`config.mk`:
```
export PLATFORM = sky130hd
export DESIGN_NAME = led_strip_sequencer
export DESIGN_NICKNAME = d
export VERILOG_FILES = /design/src/rtl/led_strip_sequencer.sv
export SDC_FILE = /design/constraint.sdc
export NUM_CORES = 1
export LEC_CHECK = 0
export BUFFER_PORTS_ARGS = -buffer_cell sky130_fd_sc_hd__clkbuf_2
export CORE_MARGIN = 2
export CORE_UTILIZATION = 55
export DETAILED_ROUTE_END_ITERATION = 10
export PLACE_DENSITY = 0.75
export SLEW_MARGIN = 30
export SYNTH_ARGS = -nofsm -noshare
export SYNTH_HDL_FRONTEND = slang
export SYNTH_SLANG_ARGS = --single-unit
```
`constraint.sdc`:
```
create_clock -name CLOCK -period 2.2 [get_ports CLOCK]
set_input_delay 0.22 -clock CLOCK [delete_from_list [all_inputs] [get_ports CLOCK]]
set_output_delay 0.22 -clock CLOCK [all_outputs]
set_load 0.03 [all_outputs]
```
`src/rtl/led_strip_sequencer.sv`:
```
// Animated LED strip pattern sequencer with prescaled stepping,
// a mode-accepted status flag and a pattern-wrap pulse.
module led_strip_sequencer #(
    parameter int WIDTH = 16,
    parameter int DIV   = 4
) (
    input  logic             CLOCK,
    input  logic             RESET,
    input  logic [2:0]       MOD,
    output logic [WIDTH-1:0] LEDs_strip,
    output logic             ok,
    output logic             wrap
);

    localparam int PW = (DIV > 1) ? $clog2(DIV) : 1;
    localparam logic [PW-1:0] PMAX = PW'(DIV - 1);
    localparam logic [WIDTH-1:0] ONE = WIDTH'(1);
    localparam logic [WIDTH-1:0] MSB = ONE << (WIDTH - 1);
    localparam logic [WIDTH-1:0] ONES = {WIDTH{1'b1}};

    typedef enum logic [2:0] {
        M_OFF, M_RUN_L, M_RUN_R, M_FILL,
        M_BLINK, M_BOUNCE, M_COUNT, M_FREEZE
    } mode_t;

    typedef enum logic {
        DIR_UP,
        DIR_DOWN
    } dir_t;

    mode_t            r_mode, w_mode, w_req;
    dir_t             r_dir, w_dir;
    logic [WIDTH-1:0] r_leds, w_leds;
    logic [PW-1:0]    r_pre, w_pre;
    logic             r_ok, w_ok;
    logic             r_wrap, w_wrap;
    logic             w_step;
    logic             w_full;

    assign w_req  = mode_t'(MOD);
    assign w_step = (r_pre == PMAX);
    assign w_full = (r_leds == ONES);

    always_comb begin
        w_mode = r_mode;
        w_dir  = r_dir;
        w_leds = r_leds;
        w_pre  = r_pre + PW'(1);
        w_ok   = r_ok;
        w_wrap = 1'b0;
        if (w_req != r_mode) begin
            // A new mode restarts timing; a coincident step is dropped.
            w_mode = w_req;
            w_pre  = '0;
            w_dir  = DIR_UP;
            w_ok   = 1'b0;
            unique case (w_req)
                M_OFF:    w_leds = '0;
                M_RUN_L:  w_leds = ONE;
                M_RUN_R:  w_leds = MSB;
                M_FILL:   w_leds = '0;
                M_BLINK:  w_leds = '0;
                M_BOUNCE: w_leds = ONE;
                M_COUNT:  w_leds = '0;
                M_FREEZE: w_leds = r_leds;
            endcase
        end else if (w_step) begin
            w_pre = '0;
            w_ok  = 1'b1;
            unique case (r_mode)
                M_OFF: w_leds = '0;
                M_RUN_L: begin
                    w_leds = {r_leds[WIDTH-2:0], r_leds[WIDTH-1]};
                    w_wrap = r_leds[WIDTH-1];
                end
                M_RUN_R: begin
                    w_leds = {r_leds[0], r_leds[WIDTH-1:1]};
                    w_wrap = r_leds[0];
                end
                M_FILL: begin
                    w_leds = w_full ? '0 : {r_leds[WIDTH-2:0], 1'b1};
                    w_wrap = w_full;
                end
                M_BLINK: begin
                    w_leds = ~r_leds;
                    w_wrap = w_full;
                end
                M_BOUNCE: begin
                    if (r_dir == DIR_UP) begin
                        w_leds = {r_leds[WIDTH-2:0], 1'b0};
                        if (r_leds[WIDTH-2]) w_dir = DIR_DOWN;
                    end else begin
                        w_leds = {1'b0, r_leds[WIDTH-1:1]};
                        if (r_leds[1]) begin
                            w_dir  = DIR_UP;
                            w_wrap = 1'b1;
                        end
                    end
                end
                M_COUNT: begin
                    w_leds = r_leds + ONE;
                    w_wrap = w_full;
                end
                M_FREEZE: w_leds = r_leds;
            endcase
        end
    end

    always_ff @(posedge CLOCK) begin
        if (RESET) begin
            r_mode <= M_OFF;
            r_dir  <= DIR_UP;
            r_leds <= '0;
            r_pre  <= '0;
            r_ok   <= 1'b0;
            r_wrap <= 1'b0;
        end else begin
            r_mode <= w_mode;
            r_dir  <= w_dir;
            r_leds <= w_leds;
            r_pre  <= w_pre;
            r_ok   <= w_ok;
            r_wrap <= w_wrap;
        end
    end

    assign LEDs_strip = r_leds;
    assign ok         = r_ok;
    assign wrap       = r_wrap;

endmodule

```
# Yosys cells after proc, flatten, opt, wreduce, memory -nomap -nowiden
# Cells that the tools add are included.
# totals
register_bits	24
inputBits	5
elab_cells	52
output_inout_bits	18
# op_classes
reduce_logical	11
eq_ne	19
bitwise	2
add_sub_neg	2
n_mux	12
# op_table
operator	count
$pmux 16 s7	1
$mux 16	4
$pmux 16 s3	1
$eq 3x3->1 const B	8
$add 16x1->16 const B	1
$eq 16x16->1 const B	1
$not 16->16	1
$eq 3x2->1 const B	4
$reduce_or 3->1	3
$eq 3x1->1 const B	2
$logic_not 3->1	2
$mux 1	5
$ne 2x2->1 const B	2
$pmux 1 s4	1
$reduce_or 2->1	2
$reduce_or 4->1	1
$ne 3x3->1	1
$reduce_and 3->1	1
$add 2x1->2 const B	1
$eq 2x2->1 const B	1
$reduce_and 2->1	1
$reduce_bool 2->1	1
$not 1->1	1

# Depth between registers and ports, before layout
# Gate-level depths: netlist of run 1.
# depth
word_depth	5
depth_mapped	9
depth_no_buf	7

# Least setup slack after synthesis of run 1
# Ideal clock, no wire load.
# synth_timing
path_kind	flip-flop to flip-flop
startpoint	reg r_leds[1] (netlist: LEDs_strip[1])
endpoint	reg r_leds[11] (netlist: LEDs_strip[11])
setup_slack_ns	0.154
arrival_ns	1.927
t_required_ns	2.080
setup_ns	0.120
n_path_buf	0
synth_period_minus_slack_ns	2.046
path_stages_with_launch	8
cell_sequence	dfxtp_1 -> ha_1 -> nand3_1 -> and4bb_1 -> o21ai_2 -> a222oi_1 -> nor2_1 -> a211o_1
# synth_between
elab_chain_cells	5
elab_cells_between_ends	6
classes_between	add/sub: 1; eq/ne: 1; mux: 4
# synth_lines
element	line	source
start: declaration	33	logic [WIDTH-1:0] r_leds, w_leds;
start signal: assignment	120	r_leds <= w_leds;
branches (longest 2 deep; another with $add 16x1->16)	n/a	
$pmux 16 s7 (*)	70	unique case (r_mode)
$mux 16 (*)	67	end else if (w_step) begin
$mux 16 (*)	51	if (w_req != r_mode) begin
# Mark *: on every way between the ends. The select of a mux whose other input is x is not followed.
# A chain may end at the register's enable or synchronous reset.

# Final worst setup path of run 1
# layout_timing
startpoint	reg r_mode[1]
endpoint	reg r_leds[11] (netlist: LEDs_strip[11])
# layout_between
elab_chain_cells	4
elab_cells_between_ends	16
classes_between	eq/ne: 10; mux: 3; reduce/logical: 3
# layout_lines
element	line	source
start: declaration	31	mode_t r_mode, w_mode, w_req;
start signal: assignment	118	r_mode <= w_mode;
$eq 3x3->1 (tied with other cells)	70	
$pmux 16 s7	70	
$mux 16	67	
$mux 16	51	
# Several ways; a longest one is shown, not always the timed one. The select of a mux whose other input is x is not followed.

==> results of run 1 <==
[per-layer routing]
metal  vias to the layer above  GRT usage, %  share of wire [%]
met5                         -             0                  0
met4                         0          10.3                1.3
met3                         7          3.57                7.7
met2                        73          36.8                 44
met1                       863          40.5                 47
li1                        920             -                  -
[sequential cells by signal (all words and copies together), names as in the netlist]
name	count
ok	1
wrap	1
r_dir	1
LEDs_strip	16
r_mode	3
r_pre	2
[cell type report]
cell class | instances | area share, %
multi-input combinational | 182 | 57.8
inverter | 4 | 0.728
timing repair buffer | 45 | 13.7
tap | 44 | 2.67
sequential | 24 | 23.4
clock buffer | 4 | 1.76
[stage by stage]
step,instances,setup slack (ps)
after global placement,295,70.9
final,303,161
after global routing,303,32.7
after detailed placement,295,39.7
after floorplan,231,154
after CTS,299,101
[worst max-delay path: stages, from the launching register on]
cell and delay [ps]:
dfxtp_1 530, buf_4 200, a21bo_2 210, nand2_1 140
and3_4 240, a211oi_4 40, buf_4 180, buf_4 140
a211o_1 270
[logic make-up (layout without fill, tap and decap cells)]
group                    count (synthesis)  count (layout)  share of synthesized area, %
adder cells (fa/ha/maj)                  2               2                          1.38
AND/OR/NAND/NOR                         97              97                          28.7
flip-flops                              24              24                          26.5
XOR/XNOR                                 8               8                          4.89
buffers and inverters                   25              53                          7.93
AO/OA/AOI/OAI                           75              75                          30.7
[Yosys cell counts, types with 3 or more instances]
cell type	n
xor2_1	4
buf_6	3
a211oi_1	5
a222oi_1	9
a221oi_1	4
nand4_1	6
or2_2	4
nor2b_1	9
nand2_1	24
o21ai_1	6
nand3_1	6
dfxtp_1	24
nand3b_1	3
and4_1	4
nor3_1	6
xnor2_1	3
a21oi_1	9
buf_4	4
o21ai_0	19
a22oi_1	4
buf_2	8
nor2_1	18
inv_1	4
nand2b_1	5
nor3b_1	4
clkbuf_1	3
[worst max-delay path by stage]
| stage | from | slack, ps | to |
|---|---|---|---|
| floorplan | LEDs_strip[1] | 150 | LEDs_strip[11] |
| global placement | r_mode[0] | 70 | LEDs_strip[13] |
| detailed placement | r_mode[0] | 40 | LEDs_strip[14] |
| CTS | r_mode[1] | 100 | LEDs_strip[13] |
| global route | r_mode[1] | 30 | LEDs_strip[11] |
| finish | r_mode[1] | 160 | LEDs_strip[11] |
[repair_timing]
action | in CTS | in global routing
pin swaps | 0 | 1
endpoints found under the setup margin | 1 | 3
resized for setup | 1 | 0
setup buffers | 0 | 4
[power by group through the flow]
stage,clock [mW],sequential (mW),combinational [mW]
after global placement,0,0.464,0.158
after floorplan,0,0.461,0.133
after detailed placement,0,0.465,0.160
after CTS,0.243,0.455,0.160
after global routing,0.265,0.458,0.184
final,0.243,0.456,0.169
==> results.yml, run 1 <==
power_and_ir_drop:
  intPower_mw: 0.615
  ir_drop_mv: 0.223
  p_total_mw: 0.867
  powerDensity_nw_per_um2: 420
  p_switching_mw: 0.252
  p_leak_nw: 0.757
  clkPwrFrac_pct: 28.0
  switching_share_pct: 29.0
  p_comb_share_pct: 19.4
  pwr-share-seq_pct: 52.6
sta:
  setup_viol: 0
  max_freq_mhz: 490
  period_share_pct: 92.7
  hold_viol_final: 0
  slew_viol_final: 0
  holdWs_ps: 239
  relSlewSlack_pct: 73.6
  min_period_ps: 2040
  skew_ps: 1.45
  setup_tns_ps: 0
  rsz0062_at_grt: "false"
  worst_pin_slew_ps: 396
layout:
  diodes: 0
  final_util_pct: 66.5
  final_cell_mix: "nand2_1, dfxtp_1, buf_4, clkbuf_2, o21ai_0"
  multi_input_area_sq_um: 1190
  areaGrowthSynthToFinish_pct: 13.6
  num-nets-final: 267
  stdcell_area_sq_um: 2060
  regArea_sq_um: 482
  fillers: 295
  layout_commonest_cell: "nand2_1"
  drive_above_1_share_pct: 24.7
yosys:
  syn_area_sq_um: 1820
  synth_cell_types: 55
  yosysWarnings: 0
  synthCells: 231
  ys_ff_latch: 24
  synth_fp_nets: 238
  synth_top_cells_by_area: "dfxtp_1, o21ai_0, a222oi_1"
  avgSynthCellArea_sq_um: 7.86
  synth_top_area_share_pct: 26.5
  synthArstFlopShare_pct: 0
  yosysTopAreaCell: "dfxtp_1"
  synth_edf_count: 0
  synth-main-ff-cell: "dfxtp_1"
  ys_seq_area_share_pct: 26.5
critical_path:
  cp_max_fo: 9
  r2r-start: "r_mode[1]"
  rr_worst_depth: 8
  start_kind: "flop"
  end_kind: "flop"
  arrival_ps: 2270
  rrSetupSlack_ps: 160
  reg2reg_to: "LEDs_strip[11]"
  crit_required_ps: 2430
  critPathKind: "reg2reg"
floorplanning:
  ioPinCount: 23
  die_y_microns: 61.5
  core_area_sq_um: 3100
  die-area_sq_um: 3780
  start_util_pct: 58.5
  die_x_microns: 61.5
  num_rows: 20
hold_path:
  min_to: "r_mode[2]"
  hold_path_depth: 2
  min_path_type: "in2reg"
  hold_path.startpoint: "MOD[2]"
run:
  cap_violations: 0
cts:
  cts_hold_buffers: 0
  cts.clk_slew.worst_paths_ps: 140
  clk_latency_ps: 320
  cts_tree: "yes"
  cts_buffer_depth: 2
  cts.sinks: 24
  clockRootBuffer: "clkbuf_4"
  cts-htree-levels: 1
  numCtsBuffers: 3
place:
  port_buffers: 22
  hpwl_microns: 3300
  dpl_cell_area_sq_um: 1990
  gp_congestion: 0.882
grt:
  grt_pass1_wl_microns: 7450
  grt_antenna_before_repair: 0
  grt_max_degree: 17
  track_usage_pct: 26.4
  grt_overflow: 0
  grt_pass1_vias: 1566
detailed_routing:
  final_antenna_net_count: 0
  first_pass_iters: 6
  wire_per_inst_microns: 15.2
  vias: 1863
  viasPerCell: 6.15
  wirelength_microns: 4610
  drt-initial-drc-count: 252
  drc_errors: 0
status:
  status: "finished clean"
Note: power is estimated with default switching activity, not from simulation.
==> run 2, diff against run 1 <==
--- a/config.mk
+++ b/config.mk
@@ -6,10 +6,11 @@
 export NUM_CORES = 1
 export LEC_CHECK = 0
 export BUFFER_PORTS_ARGS = -buffer_cell sky130_fd_sc_hd__clkbuf_2
+export CAP_MARGIN = 0
 export CORE_MARGIN = 2
 export CORE_UTILIZATION = 55
 export DETAILED_ROUTE_END_ITERATION = 10
-export PLACE_DENSITY = 0.75
+export PLACE_DENSITY = 0.72
 export SLEW_MARGIN = 30
 export SYNTH_ARGS = -nofsm -noshare
 export SYNTH_HDL_FRONTEND = slang
==> run 2 against run 1 <==
Largest power group unchanged; critical endpoint is now LEDs_strip[3]; largest cell class unchanged; worst setup slack improved by 47 ps; worst hold slack improved by 8.3 ps; wire length increased by 2.7%; cell area decreased by 1.9%; core utilization decreased by 1.2 points; sequential power decreased by 0.9%; first-iteration DRC count increased by 27%.
==> results.yml, run 2 (synthesized netlist as in run 1, its figures left out) <==
critical_path:
  crit_required_ps: 2450
  cp_max_fo: 13
  worst_path_max_delay_cell: "a211oi_4"
  cp_top_family: "compound AO/OA/AOI/OAI gates"
  critPathKind: "reg2reg"
  arrival_ps: 2240
  crit_chain: "buf_4 -> nor2b_1 -> nand2_1 -> o22a_4 -> a211oi_4 -> buf_4 -> nand2_1 -> o21ai_0"
  r2r-start: "r_mode[2]"
  start_kind: "flop"
  startpoint: "r_mode[2]"
  crit_path_end: "LEDs_strip[3]"
  worst-path-stages: 8
  reg2reg_to: "LEDs_strip[3]"
  rrSetupSlack_ps: 210
  critPathMaxStageDelay_ps: 480
  rr_worst_depth: 8
  critical_path.n_buffers_inverters: 2
  end_kind: "flop"
place:
  port_buffers: 22
  place_ws_ps: 252
  hpwl_microns: 3430
  dp.cells: 294
  gp_congestion: 0.973
  dpl_cell_area_sq_um: 1990
layout:
  num-nets-final: 262
  drive_above_1_share_pct: 22.8
  diodes: 0
  regArea_sq_um: 480
  final_util_pct: 65.2
  fillers: 309
  areaGrowthSynthToFinish_pct: 11.4
  stdcell_area_sq_um: 2020
  largest_register_ffs: 16
  multi_input_area_sq_um: 1190
  final_cell_mix: "dfxtp_1, nand2_1, clkbuf_2, o21ai_0"
  instances_no_fill: 298
grt:
  grt_pass1_wl_microns: 7680
  grt_antenna_before_repair: 0
  grt_pass1_vias: 1610
  grt_overflow: 0
  grt_max_degree: 14
  track_usage_pct: 26.8
cts:
  postCtsSetupRepairBufs: 0
  numCtsBuffers: 3
  cts_tree: "yes"
  cts_buffer_depth: 2
  cts_hold_buffers: 0
  cts_resized: 0
  clockRootBuffer: "clkbuf_4"
  cts-htree-levels: 1
  clk_latency_ps: 320
  cts.sinks: 24
  cts.clk_slew.worst_paths_ps: 140
floorplanning:
  die_x_microns: 61.5
  start_util_pct: 58.5
  die-area_sq_um: 3780
  num_rows: 20
  ioPinCount: 23
  die_y_microns: 61.5
  core_area_sq_um: 3100
sta:
  fin_ws_ps: 208
  rsz0062_at_grt: "false"
  period_share_pct: 90.5
  setup_viol: 0
  setup_tns_ps: 0
  skew_ps: 7.13
  min_period_ps: 1990
  worst_pin_slew_ps: 484
  relSlewSlack_pct: 67.6
  hold_viol_final: 0
  holdWs_ps: 247
  slew_viol_final: 0
  max_freq_mhz: 502
detailed_routing:
  drc_errors: 0
  drt-initial-drc-count: 320
  viasPerCell: 6.48
  first_pass_iters: 7
  wire_per_inst_microns: 15.9
  final_antenna_net_count: 0
  vias: 1930
  wirelength_microns: 4730
power_and_ir_drop:
  p_leak_nw: 0.731
  powerDensity_nw_per_um2: 424
  p_total_mw: 0.859
  ir_drop_mv: 0.222
run:
  cap_violations: 0
hold_path:
  min_path_type: "in2reg"
status:
  status: "finished clean"
==> run 2: worst register-to-register path, cell delays in order, from the launching register on <==
cell and delay [ps]:
dfxtp_1 390, buf_4 200, nor2b_1 150, nand2_1 90, o22a_4 260, a211oi_4 480, buf_4 230, nand2_1 50
o21ai_0 90
==> run 2: area by class of cell <==
| class | count | area share, % |
|---|---|---|
| multi-input combinational | 182 | 58.9 |
| sequential | 24 | 23.7 |
| timing repair buffer | 40 | 12.1 |
| tap | 44 | 2.72 |
| clock buffer | 4 | 1.79 |
| inverter | 4 | 0.742 |
==> run 2: power by group <==
| part | switching [mW] | total, mW | internal, mW |
|---|---|---|---|
| clock | 0.136 | 0.237 | 0.101 |
| sequential | 0.0107 | 0.452 | 0.441 |
| combinational | 0.101 | 0.170 | 0.0686 |
| total | 0.248 | 0.859 | 0.611 |
==> run 2: layer usage <==
metal | up-vias | track usage [%] | share of wire (%)
li1 | 911 | - | -
met1 | 897 | 39.2 | 45
met2 | 112 | 40.3 | 44
met3 | 10 | 4.83 | 9.8
met4 | 0 | 8.21 | 1.4
met5 | - | 0 | 0
==> run 2: worst min-delay path by stage <==
stage,startpoint,endpoint,depth (start not counted)
detailed placement,r_pre[0],r_pre[0],1
CTS,RESET,r_mode[1],2
finish,RESET,r_mode[1],2
global route,MOD[2],r_mode[2],2
global placement,r_pre[0],r_pre[0],1
floorplan,r_pre[0],r_pre[0],1
==> run 3, diff against run 2 <==
--- a/config.mk
+++ b/config.mk
@@ -5,6 +5,7 @@
 export SDC_FILE = /design/constraint.sdc
 export NUM_CORES = 1
 export LEC_CHECK = 0
+export ABC_AREA = 1
 export BUFFER_PORTS_ARGS = -buffer_cell sky130_fd_sc_hd__clkbuf_2
 export CAP_MARGIN = 0
 export CORE_MARGIN = 2
==> run 3 against run 2 <==
Synthesized cell count is 27% higher; non-clock buffer count decreased by 13; critical endpoint unchanged; fmax increased by 4.5%; wire length decreased by 3.2%; register-to-register slack better by 90 ps; clock power increased by 41%; sequential power about the same; worst hold slack got worse by 140 ps; core utilization shrank 0.079 points; combinational power shrank 24%; sequential cell count unchanged; largest power group unchanged.
==> results.yml, run 3 <==
layout:
  areaGrowthSynthToFinish_pct: 12.3
  fillers: 333
  stdcell_area_sq_um: 1990
  diodes: 0
  num-nets-final: 326
  regArea_sq_um: 482
  final_cell_mix: "nand2_1, inv_1, nor2_1, nand3_1, dfxtp_1"
  largest_register_ffs: 16
  multi_input_area_sq_um: 1110
  layout_commonest_cell: "nand2_1"
  drive_above_1_share_pct: 17.9
  final_util_pct: 65.1
cts:
  cts_buffer_depth: 2
  cts_tree: "yes"
  clockRootBuffer: "clkbuf_4"
  cts.clk_slew.worst_paths_ps: 140
  clk_latency_ps: 340
  cts-htree-levels: 1
  postCtsSetupRepairBufs: 0
  cts.sinks: 24
  cts_hold_buffers: 0
  numCtsBuffers: 3
grt:
  grt_overflow: 0
  track_usage_pct: 28.0
  grt_antenna_before_repair: 0
  grt_pass1_wl_microns: 7770
  grt_pass1_vias: 1686
  grt_max_degree: 15
yosys:
  synth_fp_nets: 300
  yosysTopAreaCell: "dfxtp_1"
  synth_cell_types: 34
  ys_seq_area_share_pct: 27.1
  syn_area_sq_um: 1770
  ys_ff_latch: 24
  synth_common_cells: "nand2_1, inv_1, nor2_1"
  synthCells: 293
  yosysWarnings: 0
  synthArstFlopShare_pct: 0
  synth_edf_count: 0
  synth_top_cells_by_area: "dfxtp_1, nand2_1, nand3_1"
  synth_top_area_share_pct: 27.1
  yosysMostFrequentCell: "nand2_1"
  avgSynthCellArea_sq_um: 6.04
  synth-main-ff-cell: "dfxtp_1"
critical_path:
  crit_chain: "ha_1 -> nand2_2 -> nor2_4 -> nand2_2 -> o21ai_4 -> nand3_2 -> nand2_1 -> nand3_1 -> nand2_1 -> o21ai_1"
  start_kind: "flop"
  critical_path.n_buffers_inverters: 0
  end_kind: "flop"
  r2r-start: "LEDs_strip[1]"
  cp_top_family: "simple AND/OR/NAND/NOR gates"
  critPathKind: "reg2reg"
  reg2reg_to: "LEDs_strip[3]"
  rrSetupSlack_ps: 290
  critPathMaxStageDelay_ps: 440
  arrival_ps: 2150
  cp_max_fo: 12
  crit_required_ps: 2440
  worst_path_max_delay_cell: "dfxtp_2"
  rr_worst_depth: 10
sta:
  setup_viol: 0
  worst_pin_slew_ps: 505
  min_period_ps: 1910
  relSlewSlack_pct: 66.2
  holdWs_ps: 104
  setup_tns_ps: 0
  max_freq_mhz: 525
  period_share_pct: 86.6
  skew_ps: 5.40
  hold_viol_final: 0
  fin_ws_ps: 294
  slew_viol_final: 0
  rsz0062_at_grt: "false"
detailed_routing:
  viasPerCell: 5.32
  drt-initial-drc-count: 159
  drc_errors: 0
  wire_per_inst_microns: 12.7
  final_antenna_net_count: 0
  wirelength_microns: 4580
  vias: 1927
  first_pass_iters: 4
status:
  status: "finished clean"
place:
  gp_congestion: 0.892
  hpwl_microns: 3410
  port_buffers: 22
  dpl_cell_area_sq_um: 1930
  place_ws_ps: 223
hold_path:
  hold_path.startpoint: "MOD[2]"
  min_to: "r_mode[2]"
  min_path_type: "in2reg"
  hold_path_depth: 3
power_and_ir_drop:
  p_leak_nw: 0.896
  powerDensity_nw_per_um2: 462
  ir_drop_mv: 0.273
run:
  cap_violations: 0
floorplanning:
  die_y_microns: 60.7
  num_rows: 20
  core_area_sq_um: 3050
  die-area_sq_um: 3690
  start_util_pct: 58.0
  die_x_microns: 60.7
  ioPinCount: 23
run 3: changes by cell type in the layout (fill, tap and decap cells not counted), moves of 6 or more:
cell / before / now
a222oi_1: 9 / 0
nor2_1: 18 / 30
inv_2: 0 / 6
inv_1: 4 / 30
nor2b_1: 9 / 0
buf_4: 18 / 5
nand2_2: 0 / 8
nand2_1: 24 / 90
nand3_1: 6 / 24
o21ai_0: 19 / 9
run 3: logic make-up after synthesis:
logic type / count (synthesis) / share of synthesized area [%]
xor gates and xnor gates: 4 / 1.98
adders and majority gates: 2 / 1.41
DFF: 24 / 27.1
and+or+nand+nor: 174 / 43.7
buffers and inverters: 43 / 10.0
AOI/OAI and AO/OA: 46 / 15.8
run 3: power by group:
group | internal, mW | switching (mW)
clock | 0.185 | 0.150
sequential | 0.442 | 0.0110
combinational | 0.0445 | 0.0858
total | 0.671 | 0.247
run 3: how the worst max path moves through the flow:
stage / cells after the start / end / slack, ps / start
after global routing: 10 / LEDs_strip[12] / 110 / LEDs_strip[1]
after detailed placement: 10 / LEDs_strip[3] / 220 / LEDs_strip[1]
after CTS: 10 / LEDs_strip[3] / 190 / LEDs_strip[1]
final: 10 / LEDs_strip[3] / 290 / LEDs_strip[1]
after global placement: 10 / LEDs_strip[10] / 310 / LEDs_strip[1]
after floorplan: 11 / LEDs_strip[12] / 300 / LEDs_strip[1]
run 3: tightest hold or removal path, stage by stage:
cell and delay, ps:
clkbuf_2 110, inv_1 50, nor2_1 30
run 3: through the flow:
| stage | total power, mW | instances |
|---|---|---|
| 4_1_cts | 0.921 | 362 |
| 5_1_grt | 0.959 | 362 |
| 2_1_floorplan | 0.555 | 293 |
| 3_5_place_dp | 0.592 | 358 |
| 6_report | 0.918 | 362 |
| 3_3_place_gp | 0.591 | 358 |
run 3: area by class of cell:
| class | instances | area share [%] |
|---|---|---|
| Clock buffer | 3 | 1.13 |
| Clock inverter | 1 | 1.51 |
| Inverter | 37 | 6.99 |
| Multi-Input combinational cell | 226 | 55.9 |
| Sequential cell | 24 | 24.2 |
| Tap cell | 44 | 2.77 |
| Timing Repair Buffer | 27 | 7.43 |
run 3: per-layer routing:
layer	global-route usage [%]	wire length, microns
met2	44.1	2010
met5	0	0
met3	3.20	204
met1	40.1	2300
met4	8.39	63
run 3: timing repair:
| item | CTS | global route |
|---|---|---|
| gates resized for setup | 0 | 1 |
| endpoints found under the hold margin | 0 | 0 |
| endpoints found under the setup margin | 0 | 3 |
